`src/rtl/vga_fb_arbiter.sv`:
```
// rtl/vga_fb_arbiter.sv - frame-buffer port arbiter: display fetch, clear sequencer, two round-robin writers
module vga_fb_arbiter #(
  parameter int data_width = 3,
  parameter int addr_width = 19,
  parameter int horiz      = 640,
  parameter int vert       = 480
) (
  input  logic                  clk,
  input  logic                  rst,
  input  logic                  disp_req_i,
  input  logic [addr_width-1:0] disp_addr_i,
  output logic                  disp_rvalid_o,
  output logic [data_width-1:0] disp_rdata_o,
  input  logic                  w0_valid_i,
  input  logic [addr_width-1:0] w0_addr_i,
  input  logic [data_width-1:0] w0_data_i,
  output logic                  w0_ready_o,
  input  logic                  w1_valid_i,
  input  logic [addr_width-1:0] w1_addr_i,
  input  logic [data_width-1:0] w1_data_i,
  output logic                  w1_ready_o,
  input  logic                  clr_start_i,
  input  logic [data_width-1:0] clr_color_i,
  output logic                  clr_busy_o,
  output logic                  clr_done_o,
  output logic                  wr_err_o,
  output logic                  mem_en_o,
  output logic                  mem_we_o,
  output logic [addr_width-1:0] mem_addr_o,
  output logic [data_width-1:0] mem_wdata_o,
  input  logic [data_width-1:0] mem_rdata_i
);

  localparam int unsigned FB_SIZE = horiz * vert;
  localparam logic [addr_width-1:0] LAST_ADDR = addr_width'(FB_SIZE - 1);

  typedef enum logic [1:0] {IDLE, CLEAR, DONE} state_t;

  state_t                  state_q;
  logic [addr_width-1:0]   cnt_q;
  logic [data_width-1:0]   color_q;
  logic                    rr_q;
  logic                    clr_busy_q, clr_done_q, wr_err_q;
  logic                    disp_p1_q, disp_rvalid_q;
  logic                    mem_en_q, mem_we_q;
  logic [addr_width-1:0]   mem_addr_q;
  logic [data_width-1:0]   mem_wdata_q;

  logic                    mem_en_d, mem_we_d;
  logic [addr_width-1:0]   mem_addr_d;
  logic [data_width-1:0]   mem_wdata_d;
  logic                    writer_slot, clr_slot, gnt0, gnt1, in_range0, in_range1;

  always_comb begin
    writer_slot = !disp_req_i && (state_q != CLEAR);
    clr_slot    = !disp_req_i && (state_q == CLEAR);
    // rr_q names the writer that wins a tie; a lone requester wins regardless
    gnt0        = writer_slot && w0_valid_i && (!w1_valid_i || !rr_q);
    gnt1        = writer_slot && w1_valid_i && (!w0_valid_i ||  rr_q);
    in_range0   = 32'(w0_addr_i) < FB_SIZE;
    in_range1   = 32'(w1_addr_i) < FB_SIZE;

    mem_en_d    = 1'b0;
    mem_we_d    = 1'b0;
    mem_addr_d  = '0;
    mem_wdata_d = '0;
    if (disp_req_i) begin
      mem_en_d   = 1'b1;
      mem_addr_d = disp_addr_i;
    end else if (clr_slot) begin
      mem_en_d    = 1'b1;
      mem_we_d    = 1'b1;
      mem_addr_d  = cnt_q;
      mem_wdata_d = color_q;
    end else if (gnt0 && in_range0) begin
      mem_en_d    = 1'b1;
      mem_we_d    = 1'b1;
      mem_addr_d  = w0_addr_i;
      mem_wdata_d = w0_data_i;
    end else if (gnt1 && in_range1) begin
      mem_en_d    = 1'b1;
      mem_we_d    = 1'b1;
      mem_addr_d  = w1_addr_i;
      mem_wdata_d = w1_data_i;
    end
  end

  always_ff @(posedge clk) begin
    if (rst) begin
      state_q       <= IDLE;
      cnt_q         <= '0;
      color_q       <= '0;
      rr_q          <= 1'b0;
      clr_busy_q    <= 1'b0;
      clr_done_q    <= 1'b0;
      wr_err_q      <= 1'b0;
      disp_p1_q     <= 1'b0;
      disp_rvalid_q <= 1'b0;
      mem_en_q      <= 1'b0;
      mem_we_q      <= 1'b0;
      mem_addr_q    <= '0;
      mem_wdata_q   <= '0;
    end else begin
      mem_en_q      <= mem_en_d;
      mem_we_q      <= mem_we_d;
      mem_addr_q    <= mem_addr_d;
      mem_wdata_q   <= mem_wdata_d;
      disp_p1_q     <= disp_req_i;
      disp_rvalid_q <= disp_p1_q;
      if (gnt0 || gnt1) rr_q <= gnt0;
      wr_err_q <= wr_err_q | (gnt0 && !in_range0) | (gnt1 && !in_range1);

      case (state_q)
        IDLE: begin
          clr_done_q <= 1'b0;
          if (clr_start_i) begin
            state_q    <= CLEAR;
            color_q    <= clr_color_i;
            cnt_q      <= '0;
            clr_busy_q <= 1'b1;
          end
        end
        CLEAR: begin
          if (!disp_req_i) begin
            if (cnt_q == LAST_ADDR) begin
              state_q    <= DONE;
              clr_busy_q <= 1'b0;
              clr_done_q <= 1'b1;
            end else begin
              cnt_q <= cnt_q + addr_width'(1);
            end
          end
        end
        DONE: begin
          clr_done_q <= 1'b0;
          state_q    <= IDLE;
        end
        default: state_q <= IDLE;
      endcase
    end
  end

  assign w0_ready_o    = gnt0;
  assign w1_ready_o    = gnt1;
  assign disp_rvalid_o = disp_rvalid_q;
  // read data arrives from the RAM in the rvalid cycle; held at zero otherwise
  assign disp_rdata_o  = disp_rvalid_q ? mem_rdata_i : '0;
  assign clr_busy_o    = clr_busy_q;
  assign clr_done_o    = clr_done_q;
  assign wr_err_o      = wr_err_q;
  assign mem_en_o      = mem_en_q;
  assign mem_we_o      = mem_we_q;
  assign mem_addr_o    = mem_addr_q;
  assign mem_wdata_o   = mem_wdata_q;

endmodule

```
`config.mk`:
```
export PLATFORM = sky130hd
export DESIGN_NAME = vga_fb_arbiter
export DESIGN_NICKNAME = d
export VERILOG_FILES = /design/src/rtl/vga_fb_arbiter.sv
export SDC_FILE = /design/constraint.sdc
export NUM_CORES = 1
export LEC_CHECK = 0
export CAP_MARGIN = 30
export CORE_MARGIN = 2
export CORE_UTILIZATION = 43
export DETAILED_ROUTE_END_ITERATION = 12
export GPL_TIMING_DRIVEN = 0
export PLACE_DENSITY = 0.92
export RECOVER_POWER = 25
export SYNTH_ARGS = -nofsm -noshare
export SYNTH_HDL_FRONTEND = slang
export SYNTH_SLANG_ARGS = --single-unit
```
`constraint.sdc`:
```
create_clock -name clk -period 2.3 [get_ports clk]
set_input_delay 0.345 -clock clk [delete_from_list [all_inputs] [get_ports clk]]
set_output_delay 0.345 -clock clk [all_outputs]
set_load 0.01 [all_outputs]
```
# Word-level counts from Yosys, hierarchy flattened
# Cells that the tools add are included.
# word_totals
register_bits	54
latch_bits	0
ramBits	0
romBits	0
input_bits	75
out_inout_bits	33
memories	0
# classes
addsub	1
mul	0
div	0
magnitude_cmp	2
eq_ne	8
n_shift	0
n_mux	27
bitwise_logic	2
reduce_logical	29
# ops
cell	n
19-bit two-way mux	7
19-bit less-than comparator, second input constant	2
19-bit one-hot mux with 2 select lines	1
19-bit by 1-bit adder with 19-bit output, second input constant	1
19-bit == test, second input constant	1
3-bit two-way mux	4
1-bit logical AND	10
1-bit two-way mux	9
4-bit AND reduction	2
1-bit logical NOT	6
2-bit two-way mux	3
2-bit != test, second input constant	3
3-bit AND reduction	2
2-bit by 1-bit != test with 1-bit output, second input constant	2
1-bit one-hot mux with 2 select lines	2
2-bit one-hot mux with 2 select lines	1
2-bit nonzero test	2
2-bit OR reduction	2
1-bit logical OR	3
2-bit by 1-bit == test with 1-bit output, second input constant	1
2-bit == test, second input constant	1
2-bit logical NOT	1
1-bit bitwise OR	2
2-bit AND reduction	1

# Logic depth before layout (Yosys ltp)
# Gate-level depths: netlist of run 1.
# logic_depth
word_depth	9
mapped_depth	9

# Least setup slack after synthesis of run 1
# No wires, ideal clock.
# synth_timing
path_type	register to register
from	reg cnt_q[12]
to	reg cnt_q[17]
arrival_time_ps	1918
t_required_ps	2169
slack_ps	251
path_stages_with_launch	7
cell_sequence	dfxtp_1 or4b_1 or4_4 buf_6 o211ai_4 or4_2 a21oi_2
# synth_between
elab_chain_cells	4
word_cells_on_any_way	7
classes_between	1 x add/sub; 2 x eq/ne; 3 x mux; 1 x reduce/logical
# synth_lines
element	line_no	source
start, declared	40	logic [addr_width-1:0] cnt_q;
start signal, assigned	130	cnt_q <= cnt_q + addr_width'(1);
19-bit by 1-bit adder with 19-bit output	130	
19-bit two-way mux	125	if (cnt_q == LAST_ADDR) begin
19-bit two-way mux	124	if (!disp_req_i) begin
19-bit one-hot mux with 2 select lines	113	case (state_q)
# Parallel ways exist; a longest one is shown, timed or not. The select of a mux whose other input is x is not followed.
# A chain may end at the register's enable or synchronous reset.

# Final worst setup path of run 1
# layout_timing
from	in w1_addr_i[15]
to	reg mem_addr_q[15], in the netlist mem_addr_o[15]
# layout_between
elab_chain_cells	6
# layout_lines
element	line_no	source
start, declared	19	input logic [addr_width-1:0] w1_addr_i,
19-bit less-than comparator	61	in_range1 = 32'(w1_addr_i) < FB_SIZE;
1-bit logical AND	80	end else if (gnt1 && in_range1) begin
19-bit two-way mux (*)	80	
19-bit two-way mux (*)	75	end else if (gnt0 && in_range0) begin
19-bit two-way mux (*)	70	end else if (clr_slot) begin
19-bit two-way mux (*)	67	if (disp_req_i) begin
end signal, assigned	106	mem_addr_q <= mem_addr_d;
end, declared	46	logic [addr_width-1:0] mem_addr_q;
# Mark *: on every way between the ends. The rest lies on a longest branch, timed or not.

==> results of run 1 <==
critical path: cells and delay by family:
family / cells / cell delay (ps)
buf+inv: 4 / 1090
simple gates: 2 / 230
compound gates: 3 / 760
stage by stage:
step           instance area, um2  TNS [ps]
6_report                     3970         0
5_1_grt                      3970         0
4_1_cts                      3940         0
3_5_place_dp                 3840     -7020
3_3_place_gp                 3840     -4810
2_1_floorplan                2680         0
metal layers:
metal | vias up | track usage | wire length [um]
met1 | 1424 | 0.299 | 3450
met2 | 187 | 0.438 | 4340
met3 | 21 | 0.0527 | 744
li1 | 1387 | - | -
met5 | - | 0 | 0
met4 | 0 | 0.0805 | 183
layout by cell type, fill, tap and decap left out, types with 6 or more instances in the layout:
cell type,count
nand2_1,40
dfxtp_1,52
clkdlybuf4s50_1,84
dlygate4sd3_1,21
a21oi_1,29
o21ai_0,8
nand3b_1,14
nor2_1,21
nor2b_1,9
a221o_1,15
xor2_1,6
clkbuf_1,11
nand4_1,7
nand3_1,8
clkbuf_8,6
state kept, by name (all words and copies together), names as in the netlist:
name	flops
clr_done_o	1
state_q	2
mem_en_o	1
wr_err_o	1
mem_addr_o	19
mem_wdata_o	3
cnt_q	19
rr_q	1
mem_we_o	1
disp_rvalid_o	1
clr_busy_o	1
disp_p1_q	1
color_q	3
worst min-delay path by stage:
stage | to | slack, ps | cells past startpoint
after detailed placement | disp_rvalid_o | 440 | 1
after global placement | disp_rvalid_o | 420 | 1
after CTS | disp_rvalid_o | 460 | 1
after global routing | disp_rvalid_o | 470 | 1
after floorplan | disp_rvalid_o | 410 | 1
final | disp_rvalid_o | 460 | 1
logic make-up after synthesis:
kind of cell | Yosys count | synth area share
compound gates | 90 | 0.241
buf+inv | 24 | 0.0393
flops | 54 | 0.404
xor+xnor | 7 | 0.0229
fa+ha+maj | 1 | 0.00468
simple gates | 137 | 0.288
cell type report:
class	count	area (um2)	share of cell area
Sequential cell	54	1080	0.273
Timing Repair Buffer	107	1070	0.270
Tap cell	75	93.8	0.0237
Multi-Input combinational cell	235	1510	0.380
Inverter	4	15.0	0.00379
Buffer	20	101	0.0256
Clock buffer	7	86.3	0.0218
Clock inverter	1	5.00	0.00126
power by group:
part	internal, uW	total [uW]	switching (uW)
Sequential	971	988	16.5
Clock	244	548	304
Combinational	223	397	174
what timing repair did:
| item | in CTS | in global routing |
|---|---|---|
| pin swaps | 0 | 0 |
| endpoints found under the setup margin | 11 | 17 |
| gates resized for setup | 4 | 13 |
==> metrics.yaml, run 1 <==
timing.final.crit_share: 0.972
synth.top_cells.by_count: "54 x dfxtp_1, 40 x nand2_1, 29 x a21oi_1"
grt_max_degree: 16
cts_tree: "done"
vias: 3019
cp-end-kind: "flop"
finalNetCount: 503
syn_area_um2: 2680
regToRegSetupSlack_ps: 70
worstSetupPathType: "primary input to flop"
n_antenna_cell: 0
fin_ws_ps: 63.8
synth_nets: 389
clk_latency_ps: 310
grt_pass1_vias: 2934
slowest_delay_ps: 550
arrival_ps: 2430
hold_viol_final: 0
grt_first_pass_wirelength_mm: 14.2
die_y_um: 82.9
post-route-min-period_ps: 2240
slew_headroom: 0.659
fp.dieW_um: 82.9
synth_top_area_frac: 0.404
path_cells: "clkdlybuf4s50_1 > a211oi_1 > a21boi_0 > nor2b_1 > clkbuf_4 > nor2b_1 > buf_2 > buf_4 > a221o_1"
hold_path.class: "flop to flop"
power.density_nw_per_um2: 487
ys_types: 61
drt-initial-drc-count: 209
synthArstFlopShare: 0
synthFlopType: "dfxtp_1"
synth_edf_count: 0
ctsHoldBuffers: 0
ys.warnings.count: 0
start_util: 0.449
outcome: "finished clean"
syn_area_per_cell_um2: 8.55
cts_num_sinks: 54
rr_worst_depth: 6
drt_pre_antenna_iters: 6
worstMarginPinSlew_ps: 512
power_uw: 1930
setup_violations: 0
cts_made_buffers: 5
routedWlPerCell_um: 17.3
maxCapViolCount: 0
slew_viol_final: 0
crit_path_frequent_cell: "nor2b_1"
skew_ps: 8.32
gp_congestion: 0.883
max_freq_mhz: 447
cts_setup_buffers: 0
final_util: 0.666
rsz0062_at_grt: "no"
worstPathMaxFanout: 10
die_area_um2: 6870
grt_usage: 0.248
cts_max_path_buffers: 2
rows: 28
ant_nets: 0
p_leak_uw: 0.00146
synth_cells: 313
drcViolationCount: 0
ys_ff_latch: 54
synth_area_leaders: "dfxtp_1 40%, a221o_1 5.6%, nand2_1 5.6%"
avgViaCountPerCell: 6.00
worstHoldStart: "disp_p1_q"
antenna_found_initial: 0
wirelength_mm: 8.72
pin_count: 108
irDropWorstVdd_v: 0.000350
fillCellCount: 438
crit_path_start: "w1_addr_i[15]"
r2r_start: "cnt_q[12]"
coreArea_um2: 5960
ys_seq_area_frac: 0.404
htreeDepth: 2
io_buffers: 107
critPathLaunchType: "primary input"
hpwl_mm: 6.71
dp_cells: 495
yosysMostFrequentCell: "dfxtp_1"
clk_pin_slew_ps: 100
yosysTopAreaCell: "dfxtp_1"
cts_root_buf: "clkbuf_8"
pre_cts_ws_ps: -394
whs_ps: 458
r2r-end: "cnt_q[15]"
area_growth_pct: 48.2
final_layout_size_suffix_gt1_frac: 0.0911
final_cells: 503
cp.required_ps: 2490
cp_slowest_cell: "clkdlybuf4s50_1"
critPathCapture: "mem_addr_o[15]"
grt_overflow: 0
Power figures use the tool's default switching activity.
==> run 2: changes to the inputs <==
--- a/config.mk
+++ b/config.mk
@@ -6,12 +6,14 @@
 export NUM_CORES = 1
 export LEC_CHECK = 0
 export CAP_MARGIN = 30
+export CORE_ASPECT_RATIO = 1.2
 export CORE_MARGIN = 2
 export CORE_UTILIZATION = 43
 export DETAILED_ROUTE_END_ITERATION = 12
-export GPL_TIMING_DRIVEN = 0
+export GPL_TIMING_DRIVEN = 1
 export PLACE_DENSITY = 0.92
 export RECOVER_POWER = 25
+export SETUP_SLACK_MARGIN = 0.15
 export SYNTH_ARGS = -nofsm -noshare
 export SYNTH_HDL_FRONTEND = slang
 export SYNTH_SLANG_ARGS = --single-unit
==> run 2 against run 1 <==
Net effect: clock-buffer cell count shrank 2; worst setup slack improved by 140 ps; routed wire length is 4.2% lower; combinational power hardly changed; register-to-register slack improved by 190 ps; sequential share of layout area shrank 0.33 points; via count fell by 4.8%; clock skew down 4.6 ps; critical path type unchanged.
==> metrics.yaml, run 2 (synthesized netlist as in run 1, its figures left out) <==
arrival_ps: 2280  # -150 ps
grt_overflow: 0  # unchanged
max_freq_mhz: 478  # +6.9%
hold_viol_final: 0  # unchanged
clk_pin_slew_ps: 90  # about the same
finalNetCount: 505  # +0.40%
htreeDepth: 2  # unchanged
drt_pre_antenna_iters: 4  # -2
wirelength_mm: 8.35  # -4.2%
start_util: 0.445  # -0.00421
rows: 31  # +11%
final_common_cell: "clkdlybuf4s50_1"
setup_violations: 0  # unchanged
grt_usage: 0.244  # -0.00436
cp-end-kind: "flop"
hold_path.class: "flop to flop"
slew_viol_final: 0  # unchanged
outcome: "finished clean"
vias: 2875  # -4.8%
irDropWorstVdd_v: 0.000230  # -34%
critPathLaunchType: "primary input"
fillCellCount: 464  # +5.9%
avgViaCountPerCell: 5.63  # -6.3%
dp_cells: 502  # +1.4%
drt-initial-drc-count: 165  # -21%
routedWlPerCell_um: 16.3  # -5.7%
timing.final.crit_share: 0.909  # -0.0629
final_util: 0.666  # about the same
maxCapViolCount: 0  # unchanged
antenna_found_initial: 0  # unchanged
crit_buf_inv: 2  # -2
final_cells: 511  # +1.6%
worstPathMaxFanout: 11  # +1
cp_slowest_cell: "clkdlybuf4s50_1"
hpwl_mm: 6.32  # -5.8%
cts_max_path_buffers: 2  # unchanged
grt_max_degree: 24  # +8
ant_nets: 0  # unchanged
drcViolationCount: 0  # unchanged
slew_headroom: 0.523  # -0.136
final_cell_mix: "88 x clkdlybuf4s50_1, 54 x dfxtp_1, 40 x nand2_1"
power_uw: 1890  # -2.3%
p_leak_uw: 0.00147  # +0.85%
io_buffers: 107  # unchanged
pin_count: 108  # unchanged
slowest_delay_ps: 510  # -40 ps
cts_tree: "done"
fp.dieW_um: 76  # -8.3%
worstSetupPathType: "primary input to flop"
skew_ps: 3.77  # -4.56 ps
gp_congestion: 0.953  # +7.8%
die_area_um2: 6870  # about the same
whs_ps: 451  # -7.79 ps
path_cells: "clkdlybuf4s50_1 > or2b_2 > a21oi_2 > buf_4 > nand3_1 > o311ai_0 > o41ai_1"
n_antenna_cell: 0  # unchanged
cts_num_sinks: 54  # unchanged
power.density_nw_per_um2: 472  # -3.3%
clk_latency_ps: 310  # about the same
grt_pass1_vias: 2851  # -2.8%
cts_root_buf: "clkbuf_8"
coreArea_um2: 6010  # +0.95%
worstMarginPinSlew_ps: 715  # +203 ps
cp_top_family: "compound AO/OA/AOI/OAI gates"
rsz0062_at_grt: "no"
cts_made_buffers: 5  # unchanged
final_layout_size_suffix_gt1_frac: 0.114  # +0.0231
cp.required_ps: 2490  # about the same
post-route-min-period_ps: 2090  # -145 ps
area_growth_pct: 49.7
grt_first_pass_wirelength_mm: 13.7  # -3.1%
die_y_um: 90.4  # +9.1%
ctsHoldBuffers: 0  # unchanged
run 2: power by group:
group          internal (uW)  switching [uW]  leakage, uW
clock network            205             301    0.0000438
logic                    229             167     0.000988
registers                971            15.5     0.000441
run 2: per-stage QoR:
step	cell area, um2	setup slack (ps)	TNS (ps)
floorplan	2680	251	0
global placement	3910	-28.8	-32.1
detailed placement	3910	-61.0	-280
CTS	3990	159	0
global route	4000	86.2	0
finish	4000	209	0
run 2: layout make-up:
type | instances | area [um2] | share of cell area
flip-flops and latches | 54 | 1080 | 0.270
multi-input cells | 236 | 1500 | 0.376
repair buffers | 128 | 1220 | 0.305
inverters | 4 | 15.0 | 0.00375
clock inverters | 2 | 10.0 | 0.00250
well taps | 82 | 103 | 0.0256
clock buffers | 5 | 68.8 | 0.0172
run 2: repair_timing:
item / CTS / global route
endpoints found under the setup margin: 2 / 7
buffers inserted: 0 / 1
pin swaps: 0 / 1
gates cloned: 0 / 1
resized for setup: 2 / 1
run 2: routing by layer:
| layer | up-vias | global-route usage | part of all wire |
|---|---|---|---|
| li1 | 1389 | - | - |
| met5 | - | 0 | 0 |
| met3 | 28 | 0.0480 | 0.059 |
| met4 | 0 | 0.109 | 0.037 |
| met2 | 136 | 0.438 | 0.50 |
| met1 | 1322 | 0.278 | 0.40 |
run 2: final timing paths:
path / startpoint / endpoint / slack [ps] / depth (start not counted)
worst max-delay path: disp_req_i / cnt_q[16] / 210 / 7
worst min-delay path: disp_p1_q / disp_rvalid_o / 450 / 1
worst max register to register: cnt_q[2] / cnt_q[17] / 260 / 5
worst min register to register: disp_p1_q / disp_rvalid_o / 450 / 1
